$ cat src/rtl/pipe_register_pkg.sv
// pipe_register_pkg: default geometry shared by the elastic pipeline register files
package pipe_register_pkg;
  localparam int DEF_WIDTH = 8;
  localparam int DEF_DEPTH = 4;
endpackage

$ cat src/rtl/pipe_register_stage.sv
// pipe_register_stage: one valid/data slot of the elastic pipeline
module pipe_register_stage import pipe_register_pkg::*; #(
  parameter int WIDTH = DEF_WIDTH
) (
  input  logic             clk,
  input  logic             rst_n,
  input  logic             flush,
  input  logic             load,
  input  logic             prev_valid,
  input  logic [WIDTH-1:0] prev_data,
  output logic             valid_d,
  output logic             valid_q,
  output logic [WIDTH-1:0] data_q
);
  logic [WIDTH-1:0] data_d;
  // advance on load, drop valid on flush, capture data only for real beats
  always_comb begin
    valid_d = flush ? 1'b0 : load ? prev_valid : valid_q;
    data_d  = (load && prev_valid && !flush) ? prev_data : data_q;
  end
  // slot state
  always_ff @(posedge clk or negedge rst_n) begin
    if (!rst_n) begin
      valid_q <= 1'b0;
      data_q  <= '0;
    end else begin
      valid_q <= valid_d;
      data_q  <= data_d;
    end
  end
endmodule

$ cat src/rtl/pipe_register.sv
// pipe_register: stallable, bubble-collapsing elastic delay line with flush and occupancy count
module pipe_register import pipe_register_pkg::*; #(
  parameter  int WIDTH = DEF_WIDTH,
  parameter  int DEPTH = DEF_DEPTH,
  localparam int CW    = $clog2(DEPTH + 1)
) (
  input  logic             clk,
  input  logic             rst_n,
  input  logic             flush,
  input  logic             in_valid,
  output logic             in_ready,
  input  logic [WIDTH-1:0] in_data,
  output logic             out_valid,
  input  logic             out_ready,
  output logic [WIDTH-1:0] out_data,
  output logic [CW-1:0]    count
);
  logic [DEPTH-1:0] v_q, v_d, r, pv;
  logic [WIDTH-1:0] d_q [DEPTH];
  logic [WIDTH-1:0] pd  [DEPTH];
  logic [CW-1:0]    count_d, count_q;
  // ready ripples back from the output so empty slots always advance; each slot is fed by the one before it
  always_comb begin
    r[DEPTH-1] = !v_q[DEPTH-1] || out_ready;
    for (int i = DEPTH - 2; i >= 0; i--) r[i] = !v_q[i] || r[i+1];
    pv[0] = in_valid;
    pd[0] = in_data;
    for (int i = 1; i < DEPTH; i++) begin
      pv[i] = v_q[i-1];
      pd[i] = d_q[i-1];
    end
  end
  for (genvar i = 0; i < DEPTH; i++) begin : g_stage
    pipe_register_stage #(.WIDTH(WIDTH)) u_stage (
      .clk        (clk),
      .rst_n      (rst_n),
      .flush      (flush),
      .load       (r[i]),
      .prev_valid (pv[i]),
      .prev_data  (pd[i]),
      .valid_d    (v_d[i]),
      .valid_q    (v_q[i]),
      .data_q     (d_q[i])
    );
  end
  // occupancy of the next-state valid vector, registered alongside the valids
  always_comb begin
    count_d = '0;
    for (int i = 0; i < DEPTH; i++) count_d = count_d + CW'(v_d[i]);
  end
  // occupancy register
  always_ff @(posedge clk or negedge rst_n) begin
    if (!rst_n) count_q <= '0;
    else count_q <= count_d;
  end
  assign in_ready  = r[0] && !flush;
  assign out_valid = v_q[DEPTH-1] && !flush;
  assign out_data  = d_q[DEPTH-1];
  assign count     = count_q;
endmodule

$ cat config.mk
export PLATFORM = sky130hd
export DESIGN_NAME = pipe_register
export DESIGN_NICKNAME = d
export VERILOG_FILES = /design/src/rtl/pipe_register_pkg.sv /design/src/rtl/pipe_register_stage.sv /design/src/rtl/pipe_register.sv
export SDC_FILE = /design/constraint.sdc
export NUM_CORES = 1
export LEC_CHECK = 0
export ABC_AREA = 1
export ABC_CLOCK_PERIOD_IN_PS = 2700
export CELL_PAD_IN_SITES_DETAIL_PLACEMENT = 0
export CELL_PAD_IN_SITES_GLOBAL_PLACEMENT = 1
export CORE_MARGIN = 8
export CORE_UTILIZATION = 35
export DETAILED_ROUTE_END_ITERATION = 10
export PLACE_DENSITY = 0.76
export RECOVER_POWER = 50
export SYNTH_ARGS = -nofsm -noshare
export SYNTH_HDL_FRONTEND = slang
export SYNTH_SLANG_ARGS = --single-unit
$ cat constraint.sdc
create_clock -name clk -period 2.7 [get_ports clk]
set_clock_uncertainty 0.15 [all_clocks]
set_input_delay 0.27 -clock clk [delete_from_list [all_inputs] [get_ports clk]]
set_output_delay 0.27 -clock clk [all_outputs]
set_load 0.01 [all_outputs]
Yosys cells after proc, flatten, opt, wreduce, memory -nomap -nowiden
Cells that the tools add are included.
Storage, ports and cells
  flip-flop bits (word level): 39
  output and inout bits: 13
Operators by class
  add/subtract/negate cells: 3
  mux-type cells: 8
  reduce and logical (&&, ||, !) cells: 19
Operators by type and width (count)
  $logic_and A1 B1 Y1: 10
  $mux W1: 8
  $logic_not A1 Y1: 5
  $logic_or A1 B1 Y1: 4
  $add A2 B1 Y3: 1
  $add A3 B1 Y3: 1
  $add A1 B1 Y2: 1

Longest topological paths before layout
Gate-level depths: netlist (run 1).
  word-level depth: 10
  depth in mapped cells: 9
  depth with buffers taken out: 9

Hierarchy
From an unflattened synthesis (run 1), not the netlist that was laid out.
Second synthesis, totals
  cells, all modules: 178
  area, all modules: 1737.9 um^2
By module, submodules not included
  pipe_register_stage: instances 4, cells an instance 39, area each 386.6 um^2, sequential area each 225.2 um^2
  pipe_register: instances 1, cells an instance 22, area each 191.4 um^2, sequential area each 75.1 um^2

Worst setup path before layout (run 1)
No wires, ideal clock.
  path kind: register to register
  from: reg g_stage[3].u_stage.valid_q
  to: reg count_q[1] (netlist: count[1])
  arrival time: 1.840 ns
  path slack: 0.584 ns
  stages on the path, launching flop included: 10
  period minus slack after synthesis: 2.116 ns
  path through: dfrtp_1 > inv_2 > nor2_4 > nand4_4 > inv_1 > o21ai_1 > fa_1 > inv_1 > ha_1 > ha_1
Between the ends
  longest elaborated chain between the ends: 10
  elaborated cells between the ends (all ways): 16
  classes of those cells: 3 x add/sub; 8 x mux; 5 x reduce/logical
RTL lines
  start, declared: line pipe_register_stage.sv:12  | output logic valid_q,
  start signal, assigned: line pipe_register_stage.sv:27  | valid_q <= valid_d;
  $logic_not A1 Y1: line pipe_register.sv:24  | r[DEPTH-1] = !v_q[DEPTH-1] || out_ready;
  $logic_or A1 B1 Y1: line pipe_register.sv:24
  $logic_or A1 B1 Y1 (3 in series): line pipe_register.sv:25  | for (int i = DEPTH - 2; i >= 0; i--) r[i] = !v_q[i] || r[i+1];
  $mux W1 (2 in series): line pipe_register_stage.sv:18  | valid_d = flush ? 1'b0 : load ? prev_valid : valid_q;
  $add A1 B1 Y2: line pipe_register.sv:49  | for (int i = 0; i < DEPTH; i++) count_d = count_d + CW'(v_d[i]);
  $add A2 B1 Y3: line pipe_register.sv:49
  $add A3 B1 Y3 *: line pipe_register.sv:49
  net count_d[1]: line pipe_register.sv:21  | logic [CW-1:0] count_d, count_q;
  end signal, assigned: line pipe_register.sv:54  | else count_q <= count_d;
  end, declared: line pipe_register.sv:21
Mark *: on every way through the listed nets, which the timed path passes. The rest lies on a longest branch.
A chain may end at the register's enable or synchronous reset.

Final worst setup path (run 1)
  from: in out_ready
  to: reg count_q[1] (netlist: count[1])
Between the ends
  elaborated cells between the ends (all ways): 15
  classes of those cells: 3 x add/sub; 8 x mux; 4 x reduce/logical
RTL lines
  start, declared: line pipe_register.sv:14  | input logic out_ready,
  $logic_or A1 B1 Y1: line pipe_register.sv:24
  $logic_or A1 B1 Y1 (2 in series): line pipe_register.sv:25
  $mux W1 (2 in series): line pipe_register_stage.sv:18
  net g_stage[1].u_stage.valid_d: line pipe_register_stage.sv:11  | output logic valid_d,
  $add A1 B1 Y2: line pipe_register.sv:49
  $add A2 B1 Y3: line pipe_register.sv:49
  $add A3 B1 Y3: line pipe_register.sv:49
  net count_d[1]: line pipe_register.sv:21
The timed path passes the listed nets, and every way through them passes these cells.

==> key figures, run 1 <==
Setup path
  – CP required: 2.72 ns
  – WS Path Type: in2reg
  – Setup crit end kind: flip-flop
  – Crit path launch type: input port
  – Crit path arrival time: 2.48 ns
  – Critical-path maximum fanout: 4

Timing
  – Final WS setup: 0.243 ns
  – Setup TNS: 0 ns
  – Fin. Hold Viols: 0
  – RSZ-0062 raised after global routing: false
  – Final setup violating endpoints: 0
  – Tcrit/Tclk final: 0.910
  – Fmax: 407 MHz
  – Tightest Pin Transition: 1.01 ns
  – Final Max Slew Viols: 0
  – Crit path time final: 2.46 ns
  – Slew headroom: 0.322

Synthesis
  – Library cells used by synthesis: 22
  – Most common cell in the netlist: dfrtp_1
  – Syn. warnings: 0
  – Leading post-synthesis cells by cell area: dfrtp_1 (59%), nand2_1 (7.7%), inv_1 (5.0%), o21ai_1 (4.8%), buf_4 (3.6%)
  – Share of flip-flops with an asynchronous set or reset: 1.00
  – Most area-hungry cell type in the Yosys netlist: dfrtp_1
  – Mapped Cells: 168
  – Syn_area_per_cell: 9.88 sq um
  – Yosys top cell area share: 0.588
  – Seq/Total Area, Yosys: 0.588
  – Mapped Nets: 184
  – Seq cells post-synth: 39
  – Synth top cells by count: dfrtp_1 (39), nand2_1 (34), inv_1 (22)
  – EDFF count, synth: 0
  – Top FF cell, synth: dfrtp_1
  – Mapped cell area: 0.00166 sq mm

Routing
  – DRC: 0
  – Antenna-violating nets left: 0
  – Drt pass-1 iters: 4
  – Via count: 1,087
  – Vias/cell: 4.42
  – Initial DRC Count: 43
  – Routed wire length: 2.73 mm
  – Per-cell routed wire length: 11.1 um

Global route
  – Vias in the first global route: 1,079
  – Initial antenna violation count: 0
  – First-pass GRT wire length: 4.76 mm
  – Total Routing Usage GR: 0.0827
  – GRT overflow: 0
  – Largest net degree at the start of global routing: 40

Power
  – Total Power: 1.47 mW
  – Peak VDD IR: 0.000360 V
  – Leak pwr: 1.00 nW
  – Power Dens Cells: 735 mW/mm^2

Final layout
  – Finished Layout Cells: 246
  – Final net count: 207
  – Ant diodes: 0
  – Post-route design area: 0.00199 sq mm
  – Layout cells sized above 1: 0.0938
  – Layout area overhead: 20.2%

Placed design
  – Dpl cells: 237
  – Detailed placement HPWL: 2.00 mm
  – Placement Setup Slack: 0.0681 ns
  – # port buffers: 25
  – GP Congestion: 0.749
  – Post-place instance area: 0.00190 sq mm

Clocking
  – Cts hold-fix bufs: 1
  – # resized after CTS: 0
  – CTS max path bufs: 2
  – CTS tree: yes
  – Clk root buf: clkbuf_8
  – Sink Count: 39
  – Clock transition at path regs: 0.08 ns
  – Clk Latency, worst-skew pair: 0.29 ns
  – Clock buffer count from CTS: 5
  – Post-CTS setup buffer count: 0
  – Clock H-tree levels: 2

Die
  – Number of top-level pins: 26
  – Placeable Area: 0.00466 sq mm
  – Die Area: 0.00720 sq mm
  – Row count: 25
  – Starting Density: 0.356
  – Die W: 84.9 um
  – Die Ht: 84.9 um

Outcome
  – Status: finished, final reports clean

Hold path
  – Hold Crit Class: reg2reg

Run
  – Max cap viols: 0
-- critical path, cell delays in order --
cell	delay (ns)
dlygate4sd3_1	0.59
nor2_4	0.18
nand3_1	0.14
a21oi_1	0.20
inv_1	0.09
fa_1	0.51
inv_1	0.05
ha_1	0.18
ha_1	0.27
-- logic make-up (layout without fill, tap and decap cells) --
kind of cell	Yosys count	in the layout	synth area share
flip-flops	39	39	0.588
buffers and inverters	38	62	0.115
adder cells (fa/ha/maj)	3	3	0.0271
AND/OR/NAND/NOR	60	60	0.176
AO/OA/AOI/OAI	28	28	0.0935
-- cells in the final DEF (no fill, tap or decap) --
cell type,count
clkinv_2,1
a21oi_1,8
clkbuf_1,1
nand3_1,4
dfrtp_1,39
ha_1,2
inv_1,22
clkdlybuf4s50_1,23
nor2_1,11
clkbuf_8,5
nand2_1,35
inv_2,3
clkinv_4,1
nor2_4,1
o211ai_1,1
nand4_4,1
clkbuf_2,1
buf_4,2
a21oi_2,2
bufinv_16,1
o21ai_1,2
nand4_1,8
o21ai_0,15
fa_1,1
dlygate4sd3_1,2
-- final timing paths --
check	from	to	slack (ns)	cells past startpoint
max reg2reg	g_stage[3].u_stage.valid_q	count[1]	0.47	9
min reg2reg	g_stage[0].u_stage.data_q[3]	g_stage[0].u_stage.data_q[3]	0.33	2
max	out_ready	count[1]	0.24	9
max in group asynchronous	rst_n	g_stage[2].u_stage.data_q[3]	1.30	2
min in group asynchronous	rst_n	count[2]	0.51	2
min	g_stage[0].u_stage.data_q[3]	g_stage[0].u_stage.data_q[3]	0.33	2
-- routing by layer --
metal | vias up | global-route usage | wire length (um)
met1 | 488 | 0.0999 | 1380
met2 | 27 | 0.125 | 1170
met4 | 0 | 0.0437 | 44
li1 | 567 | - | -
met3 | 5 | 0.0309 | 135
met5 | - | 0 | 0
-- power by group --
| group | internal, mW | switching (mW) | total (mW) |
|---|---|---|---|
| Clock | 0.275 | 0.201 | 0.476 |
| Sequential | 0.691 | 0.0479 | 0.739 |
| Combinational | 0.132 | 0.119 | 0.251 |
| Total | 1.10 | 0.367 | 1.47 |
-- cell type report --
| type | instances | area [sq um] |
|---|---|---|
| clock buffers | 5 | 68.8 |
| clock inverters | 3 | 43.8 |
| fillers | 474 | 2670 |
| well taps | 54 | 67.6 |
| inverters | 25 | 93.8 |
| multi-input cells | 91 | 470 |
| flip-flops and latches | 39 | 976 |
| repair buffers | 29 | 274 |
-- through the flow --
step,hold WS [ns],utilization
2_1_floorplan,-0.176,-
3_3_place_gp,0.306,0.407
3_5_place_dp,0.314,0.407
4_1_cts,0.335,0.434
5_1_grt,0.350,0.428
6_report,0.332,0.428
-- sequential cells by signal, indices dropped and copies added, names as in the netlist --
signal / flops
count: 3
g_stage.u_stage.valid_q: 4
g_stage.u_stage.data_q: 32
No activity file was read; power rests on OpenSTA's default activity.
==> run 2: changes to the inputs <==
- ABC_CLOCK_PERIOD_IN_PS: 2700 -> 3000
- clock period: 2.7 -> 3 ns (I/O delays scaled with it)
==> run 2 against run 1 <==
  * The flow now finishes with violations (capacitance limit, slew limit)
  * Register-to-register slack improved by 0.10 ns
  * Combinational power is 8% lower
  * Global-route usage hardly changed
  * First-iteration DRC count fell by 51%
  * Critical path depth unchanged
  * Worst setup slack gained 0.22 ns
  * Flip-flop and latch count stayed put
  * Critical path type unchanged
==> key figures, run 2 (synthesis gave the netlist of run 1 again) <==
Outcome
  – Status: finished with violations (was finished, final reports clean)
  – Failing checks: capacitance limit, slew limit

Clocking
  – # resized after CTS: 0 (unchanged)
  – Clk Latency, worst-skew pair: 0.29 ns (about the same)
  – CTS tree: yes (unchanged)
  – Clock transition at path regs: 0.07 ns (was 0.08 ns)
  – Clk root buf: clkbuf_8 (unchanged)
  – Clock H-tree levels: 2 (unchanged)
  – Clock buffer count from CTS: 5 (unchanged)
  – CTS max path bufs: 2 (unchanged)
  – Post-CTS setup buffer count: 0 (unchanged)
  – Sink Count: 39 (unchanged)
  – Cts hold-fix bufs: 0 (was 1)

Die
  – Die W: 84.9 um (unchanged)
  – Number of top-level pins: 26 (unchanged)
  – Die Area: 0.00720 sq mm (unchanged)
  – Die Ht: 84.9 um (unchanged)
  – Row count: 25 (unchanged)
  – Placeable Area: 0.00466 sq mm (unchanged)
  – Starting Density: 0.356 (unchanged)

Routing
  – Initial DRC Count: 21 (was 43)
  – Per-cell routed wire length: 11.4 um (was 11.1 um)
  – Vias/cell: 4.37 (was 4.42)
  – Routed wire length: 2.77 mm (was 2.73 mm)
  – Via count: 1,057 (was 1,087)
  – DRC: 0 (unchanged)
  – Antenna-violating nets left: 0 (unchanged)
  – Drt pass-1 iters: 4 (unchanged)

Timing
  – Final setup violating endpoints: 0 (unchanged)
  – Tcrit/Tclk final: 0.845
  – Final Max Slew Viols: 40 (was 0)
  – Final WS setup: 0.464 ns (was 0.243 ns)
  – RSZ-0062 raised after global routing: false (unchanged)
  – Crit path time final: 2.54 ns
  – Slew headroom: -0.371 (was 0.322)
  – Fin. Hold Viols: 0 (unchanged)
  – Tightest Pin Transition: 2.06 ns (was 1.01 ns)
  – Fmax: 394 MHz
  – Setup TNS: 0 ns (unchanged)

Global route
  – Total Routing Usage GR: 0.0830 (was 0.0827)
  – Most Used Layer, Global Route: met2 (unchanged)
  – GR Util met3: 0.0376 (was 0.0309)
  – First-pass GRT wire length: 4.71 mm (was 4.76 mm)
  – Largest net degree at the start of global routing: 40 (unchanged)
  – GR Util met2: 0.118 (was 0.125)
  – GRT overflow: 0 (unchanged)
  – Initial antenna violation count: 0 (unchanged)
  – Met1 Usage GRT: 0.0989 (was 0.0999)
  – Vias in the first global route: 1,018 (was 1,079)

Final layout
  – Most frequent cells in the layout: dfrtp_1 (39), nand2_1 (34), clkdlybuf4s50_1 (23), inv_1 (22), o21ai_1 (16) (was dfrtp_1 (39), nand2_1 (35), clkdlybuf4s50_1 (23), inv_1 (22), o21ai_0 (15))
  – Layout cells sized above 1: 0.0957 (was 0.0938)
  – Reg with most FFs: g_stage.u_stage.data_q (unchanged)
  – Ant diodes: 0 (unchanged)
  – Max FFs per register: 32 (unchanged)
  – Final net count: 203 (was 207)
  – Finished Layout Cells: 242 (was 246)
  – Layout area overhead: 19.0% (was 20.2%)
  – Most common cell after layout, fill and taps aside: dfrtp_1 (unchanged)
  – Fill count: 463 (was 474)
  – Post-route design area: 0.00197 sq mm (was 0.00199 sq mm)

Placed design
  – Detailed placement HPWL: 1.94 mm (was 2.00 mm)
  – # port buffers: 25 (unchanged)
  – Placement Setup Slack: 0.303 ns (was 0.0681 ns)
  – GP Congestion: 0.712 (was 0.749)
  – Post-place instance area: 0.00188 sq mm (was 0.00190 sq mm)
  – Dpl cells: 234 (was 237)

Setup path
  – CP required: 3.03 ns (was 2.72 ns)
  – Crit path launch type: input port (unchanged)
  – Critical-path maximum fanout: 10 (was 4)
  – Worst path max stage delay: 0.55 ns (was 0.59 ns)
  – Crit path from: out_ready (unchanged)
  – Reg-to-reg startpoint: g_stage[3].u_stage.valid_q (unchanged)
  – WS Path Type: in2reg (unchanged)
  – Crit path arrival time: 2.56 ns (was 2.48 ns)
  – Slowest CP cell: fa_1 (was dlygate4sd3_1)
  – Setup crit end kind: flip-flop (unchanged)
  – Worst path cell trace: clkdlybuf4s50_1 -> nor2_1 -> nand4_4 -> inv_1 -> o21ai_1 -> fa_1 -> inv_1 -> ha_1 -> ha_1 (was dlygate4sd3_1 -> nor2_4 -> nand3_1 -> a21oi_1 -> inv_1 -> fa_1 -> inv_1 -> ha_1 -> ha_1)

Power
  – Power Dens Cells: 670 mW/mm^2 (was 735 mW/mm^2)
  – Sw Share: 0.252 (was 0.251)
  – Internal Power: 0.989 mW (was 1.10 mW)
  – Sequential Power Share: 0.503 (was 0.504)
  – Combinational Power Share: 0.174 (was 0.171)
  – Peak VDD IR: 0.000196 V (was 0.000360 V)
  – P_sw: 0.334 mW (was 0.367 mW)
  – Clk network pwr share: 0.323 (was 0.325)
  – Leak pwr: 0.989 nW (was 1.00 nW)
  – Total Power: 1.32 mW (was 1.47 mW)

Run
  – Max cap viols: 1 (was 0)

Hold path
  – Hold Crit Class: reg2reg (unchanged)
  – HP Start: g_stage[0].u_stage.data_q[5] (was g_stage[0].u_stage.data_q[3])
[run 2: cell count changes in the layout (fill, tap and decap cells not counted), sizes merged]
cell,delta
buf,-2
dlygate4sd3,-1
clkbuf,-1
[run 2: worst max-delay path, delay by kind of cell]
kind | cells | cell delay, ns
AOI/OAI and AO/OA | 1 | 0.11
buffers and inverters | 3 | 0.60
adders and majority gates | 3 | 0.98
and+or+nand+nor | 2 | 0.55
[run 2: area by class of cell]
cell class	count	area [sq um]	share of cell area
Sequential cell	39	976	0.494
Inverter	25	93.8	0.0475
Clock buffer	5	68.8	0.0349
Tap cell	54	67.6	0.0342
Timing Repair Buffer	25	244	0.124
Clock inverter	3	43.8	0.0222
Multi-Input combinational cell	91	480	0.243
[run 2: worst paths after layout]
path,endpoint,slack (ns),depth (start not counted)
worst max register to register,count[1],0.57,9
worst min-delay path,g_stage[0].u_stage.data_q[5],0.32,2
max in group asynchronous,g_stage[1].u_stage.data_q[0],1.08,1
min in group asynchronous,count[0],0.44,1
worst min register to register,g_stage[0].u_stage.data_q[5],0.32,2
worst max-delay path,count[1],0.46,9
[run 2: power groups by stage]
stage               Combinational (mW)  Sequential [mW]  Clock (mW)
finish                           0.231            0.665       0.427
global route                     0.261            0.675       0.468
floorplan                        0.169            0.668           0
CTS                              0.238            0.666       0.444
global placement                 0.234            0.672           0
detailed placement               0.238            0.676           0
[run 2: through the flow]
| step | util | hold slack, ns |
|---|---|---|
| floorplan | - | -0.146 |
| global placement | 0.402 | 0.307 |
| detailed placement | 0.402 | 0.310 |
| CTS | 0.427 | 0.0299 |
| global route | 0.424 | 0.339 |
| finish | 0.424 | 0.324 |
[run 2: per-layer routing]
layer	routed length [um]	share of wire
met2	1130	0.41
met5	0	0
met3	176	0.064
met1	1390	0.50
met4	68	0.025
